--- config.mk ---
export PLATFORM = sky130hd
export DESIGN_NAME = mem_port_arbiter
export DESIGN_NICKNAME = d
export VERILOG_FILES = /design/src/rtl/mem_port_arbiter.sv
export SDC_FILE = /design/constraint.sdc
export NUM_CORES = 1
export LEC_CHECK = 0
export ABC_AREA = 1
export CELL_PAD_IN_SITES_DETAIL_PLACEMENT = 0
export CELL_PAD_IN_SITES_GLOBAL_PLACEMENT = 2
export CORE_UTILIZATION = 21
export CTS_CLUSTER_SIZE = 16
export DETAILED_ROUTE_END_ITERATION = 6
export GPL_TIMING_DRIVEN = 0
export PLACE_DENSITY_LB_ADDON = 0.1
export SYNTH_ARGS = -nofsm -noshare
export SYNTH_HDL_FRONTEND = slang
export SYNTH_SLANG_ARGS = --single-unit
--- constraint.sdc ---
create_clock -name clk -period 5.7 [get_ports clk]
set_clock_uncertainty 0.05 [all_clocks]
set_input_delay 1.425 -clock clk [delete_from_list [all_inputs] [get_ports clk]]
set_output_delay 1.425 -clock clk [all_outputs]
set_load 0.01 [all_outputs]
--- src/rtl/mem_port_arbiter.sv ---
// Two-requester round-robin arbiter for a single-port memory, with bounded
// lock bursts and registered read-data return to each requester.
module mem_port_arbiter #(
  parameter int A        = 6,
  parameter int W        = 8,
  parameter int MAX_HOLD = 8
) (
  input  logic         clk,
  input  logic         rst_n,
  input  logic         r0_req,
  input  logic         r0_lock,
  input  logic         r0_we,
  input  logic [A-1:0] r0_addr,
  input  logic [W-1:0] r0_wdata,
  output logic         r0_gnt,
  output logic         r0_rvalid,
  output logic [W-1:0] r0_rdata,
  input  logic         r1_req,
  input  logic         r1_lock,
  input  logic         r1_we,
  input  logic [A-1:0] r1_addr,
  input  logic [W-1:0] r1_wdata,
  output logic         r1_gnt,
  output logic         r1_rvalid,
  output logic [W-1:0] r1_rdata,
  output logic         mem_we,
  output logic [A-1:0] mem_addr,
  output logic [W-1:0] mem_wdata,
  input  logic [W-1:0] mem_rdata
);
  localparam int HW = $clog2(MAX_HOLD + 1);
  localparam logic [HW-1:0] HMAX = HW'(MAX_HOLD);

  typedef enum logic [1:0] {IDLE = 2'd0, LOCK0 = 2'd1, LOCK1 = 2'd2} state_t;

  state_t              r_state, w_state_nxt;
  logic                r_prio, w_prio_nxt;
  logic [HW-1:0]       r_hold, w_hold_nxt;
  logic [1:0]          r_rvalid;
  logic [1:0][W-1:0]   r_rdata;

  logic [1:0]          w_req, w_lock, w_we, w_gnt;
  logic [1:0][A-1:0]   w_addr;
  logic [1:0][W-1:0]   w_wdata;
  logic                w_any, w_win, w_forced, w_own_vld, w_own;

  assign w_req   = {r1_req, r0_req};
  assign w_lock  = {r1_lock, r0_lock};
  assign w_we    = {r1_we, r0_we};
  assign w_addr  = {r1_addr, r0_addr};
  assign w_wdata = {r1_wdata, r0_wdata};

  // Owner keeps the port unless it has held MAX_HOLD grants while the other waits.
  always_comb begin
    w_own_vld = (r_state != IDLE);
    w_own     = (r_state == LOCK1);
    w_forced  = 1'b0;
    w_win     = (w_req[0] & w_req[1]) ? r_prio : w_req[1];
    if (w_own_vld && w_req[w_own]) begin
      w_forced = (r_hold == HMAX) && w_req[~w_own];
      w_win    = w_own ^ w_forced;
    end
    w_any = rst_n & (|w_req);
  end

  assign w_gnt     = {w_any & w_win, w_any & ~w_win};
  assign r0_gnt    = w_gnt[0];
  assign r1_gnt    = w_gnt[1];
  assign mem_we    = w_any & w_we[w_win];
  assign mem_addr  = w_any ? w_addr[w_win]  : '0;
  assign mem_wdata = w_any ? w_wdata[w_win] : '0;

  always_comb begin
    w_state_nxt = IDLE;
    w_hold_nxt  = '0;
    w_prio_nxt  = r_prio;
    if (w_any) begin
      w_prio_nxt = ~w_win;
      if (w_lock[w_win]) begin
        w_state_nxt = w_win ? LOCK1 : LOCK0;
        if (w_own_vld && (w_own == w_win) && !w_forced)
          w_hold_nxt = (r_hold == HMAX) ? r_hold : r_hold + HW'(1);
        else
          w_hold_nxt = HW'(1);
      end
    end
  end

  always_ff @(posedge clk or negedge rst_n) begin
    if (!rst_n) begin
      r_state <= IDLE;
      r_prio  <= 1'b0;
      r_hold  <= '0;
    end else begin
      r_state <= w_state_nxt;
      r_prio  <= w_prio_nxt;
      r_hold  <= w_hold_nxt;
    end
  end

  for (genvar i = 0; i < 2; i++) begin : g_ret
    always_ff @(posedge clk or negedge rst_n) begin
      if (!rst_n) begin
        r_rvalid[i] <= 1'b0;
        r_rdata[i]  <= '0;
      end else begin
        r_rvalid[i] <= w_gnt[i] & ~w_we[i];
        if (w_gnt[i] & ~w_we[i]) r_rdata[i] <= mem_rdata;
      end
    end
  end

  assign r0_rvalid = r_rvalid[0];
  assign r0_rdata  = r_rdata[0];
  assign r1_rvalid = r_rvalid[1];
  assign r1_rdata  = r_rdata[1];
endmodule

==> impl_metrics.json <==
{
  "wl_per_cell_um": 11.4,
  "worstSetupStartpoint": "rst_n",
  "r2r_start": "r_hold[0]$_DFFE_PN0P_",
  "numCtsBuffers": 3,
  "h-tree-depth": 1,
  "hold_viol": 0,
  "max_freq_ghz": 0.195,
  "ios": 79,
  "dr.pass1.iters": 5,
  "cts_tree": "built",
  "rr_worst_depth": 14,
  "dp_slack_ns": -0.363,
  "critPathMaxFanout": 26,
  "cp_slowest_cell": "clkdlybuf4s15_2",
  "die_x_um": 83.0,
  "min_path_type": "flop to flop",
  "dp_hpwl_um": 3080,
  "grt_max_degree": 27,
  "antenna_found_initial": 0,
  "synth_compound_area_share_pct": 4.72,
  "maxCapViolations": 0,
  "multi_input_area_um2": 661,
  "drv_slew": 0,
  "synthToLayoutAreaGrowth_pct": 66.4,
  "rsz0062_at_grt": "false",
  "post_cts_buffers": 0,
  "busiest_layer": "met2",
  "synthAdderAreaFrac_pct": 1.82,
  "leakage_nw": 1.12,
  "muxShareOfSynthArea_pct": 0,
  "die_h_um": 83.0,
  "slowest_delay_ns": 0.60,
  "cts_hold_buf": 0,
  "start_util_pct": 21.7,
  "max_slew_margin_pct": 57.1,
  "cts_resized": 3,
  "gr-usage-all-layers_pct": 11.6,
  "setup.worst_path.end": "mem_wdata[2]",
  "final_nets": 312,
  "synth_cells": 184,
  "yosys_warnings": 0,
  "ys_seq_elements": 25,
  "io_buffers": 77,
  "cts_root_buf": "clkbuf_8",
  "register_area_um2": 626,
  "use_met3_pct": 1.49,
  "vdd_ir_drop_max_v": 0.000127,
  "drc": 0,
  "path_clk_slew_ns": 0.08,
  "synth-simple-area-share_pct": 39.5,
  "worst_slack_ns": 0.572,
  "r2r_end": "r1_rdata[6]$_DFFE_PN0P_",
  "synth_top_family_by_area": "simple AND/OR/NAND/NOR gates",
  "placementRows": 29,
  "ff2ff_setup_slack_ns": 3.73,
  "layout-drive-gt1-share_pct": 8.68,
  "worst_pin_slew_ns": 0.644,
  "path_cells": "clkdlybuf4s15_2 > o21ai_0 > inv_1 > nand2_2 > inv_2 > buf_4 > nand2_1 > nand2_1 > clkdlybuf4s50_1",
  "grt_pass1_vias": 1331,
  "clock_path_buffers": 2,
  "critPathArrivalTime_ns": 3.65,
  "overflow": 0,
  "core_area_mm2": 0.00635,
  "cp-end-kind": "primary output",
  "path_class": "input pin to primary output",
  "power_uw": 538,
  "layout_min_cycle_time_ns": 5.13,
  "grt_pass1_wl_um": 6620,
  "synth.distinct_cells": 20,
  "ant_nets": 0,
  "synth.yosys.seq_area_share_pct": 45.4,
  "syn_area_mm2": 0.00138,
  "fillers": 671,
  "routed_wl_um": 3900,
  "start_kind": "input pin",
  "worstPathRequired_ns": 4.22,
  "powerDensity_mw_per_mm2": 235,
  "finalSetupViolCount": 0,
  "synth.avg_cell_area_um2": 7.49,
  "antennaDiodeCount": 0,
  "status": "finished, final reports clean",
  "syn_nets": 230,
  "synth_xor_area_share_pct": 1.91,
  "viasPerCell": 4.00,
  "dieArea_mm2": 0.00689,
  "clkLatencyLatePin_ns": 0.27,
  "final_util_pct": 36.1,
  "num_vias": 1369,
  "gp_congestion": 0.780,
  "critPathMostFrequentCell": "nand2_1",
  "first_iter_violations": 36,
  "grt_util_met2_pct": 19.5,
  "fin_crit_sh_pct": 90.0,
  "clkSinkCount": 25,
  "grt_util_met1_pct": 16.0
}
-- layer usage --
metal	wire length, um	vias to the layer above
met5	0	-
met4	12	0
met3	159	2
met2	1850	40
met1	1890	601
li1	-	726
-- cells in the final DEF, fill, tap and decap left out --
cell	instances
clkdlybuf4s50_1	76
buf_1	1
dfrtp_1	25
nor2_4	2
ha_1	2
nand2_4	3
a21oi_1	1
clkdlybuf4s15_2	1
nand2_1	98
nand3_1	7
clkinv_2	1
clkinv_4	1
xor2_1	3
buf_6	2
inv_1	10
nor2_1	4
nand2_2	4
nor2_2	1
nand4_1	3
buf_4	1
inv_2	3
nor2_8	1
o21ai_0	12
clkbuf_8	3
-- worst max-delay path: cells and delay by family --
| kind | cells | cell delay, ns |
|---|---|---|
| AND/OR/NAND/NOR | 3 | 0.21 |
| AO/OA/AOI/OAI | 1 | 0.37 |
| buffers and inverters | 5 | 1.65 |
-- state kept, by name, indices dropped and copies added (netlist names) --
name       flops
r1_rvalid      1
r0_rdata       8
r_prio         1
r_state        2
r0_rvalid      1
r1_rdata       8
r_hold         4
-- worst min path at each step --
stage                              end  slack [ns]  depth (start not counted)               startpoint
3_5_place_dp   r1_rdata[7]$_DFFE_PN0P_        0.41                          2  r1_rdata[7]$_DFFE_PN0P_
5_1_grt        r1_rdata[1]$_DFFE_PN0P_        0.45                          2  r1_rdata[1]$_DFFE_PN0P_
4_1_cts        r1_rdata[1]$_DFFE_PN0P_        0.44                          2  r1_rdata[1]$_DFFE_PN0P_
6_report       r1_rdata[1]$_DFFE_PN0P_        0.43                          2  r1_rdata[1]$_DFFE_PN0P_
2_1_floorplan       r_prio$_DFFE_PN0P_        0.39                          2       r_prio$_DFFE_PN0P_
3_3_place_gp        r_prio$_DFFE_PN0P_        0.42                          2       r_prio$_DFFE_PN0P_
-- synthesized netlist by cell type, drive strengths merged --
cell type  instances  area [um2]
nand3              7        35.0
ha                 2        25.0
nor2               8        63.8
nand2            105         427
xor2               3        26.3
o21ai             12        60.1
clkinv             1        8.76
a21oi              1        5.00
nand4              3        18.8
buf                4        33.8
dfrtp             25         626
inv               13        48.8
-- cell families (layout without fill, tap and decap cells) --
kind of cell,count (synthesis),count (layout)
compound gates,13,13
xor+xnor,3,3
fa+ha+maj,2,2
buf+inv,18,99
flops,25,25
simple gates,123,123
-- metrics by stage --
stage	cells	setup TNS, ns	hold WS, ns	cell area (um2)
after floorplan	184	0	0.394	1380
after global placement	338	-5.32	0.418	2240
after detailed placement	338	-4.52	0.414	2240
after CTS	342	0	0.439	2290
after global routing	342	0	0.447	2290
final	342	0	0.432	2290
-- area by class of cell --
type | instances | share of cell area [%]
timing repair buffer | 77 | 33.7
multi-input combinational | 141 | 28.8
sequential | 25 | 27.3
tap | 77 | 4.20
inverter | 14 | 2.51
clock buffer | 3 | 1.80
buffer | 4 | 1.47
clock inverter | 1 | 0.218
-- report_power, final --
part / switching [mW] / total, mW / internal, mW
Combinational: 0.0888 / 0.207 / 0.118
Clock: 0.0554 / 0.104 / 0.0488
Sequential: 0.0181 / 0.227 / 0.209
(Power assumes the default switching activity.)
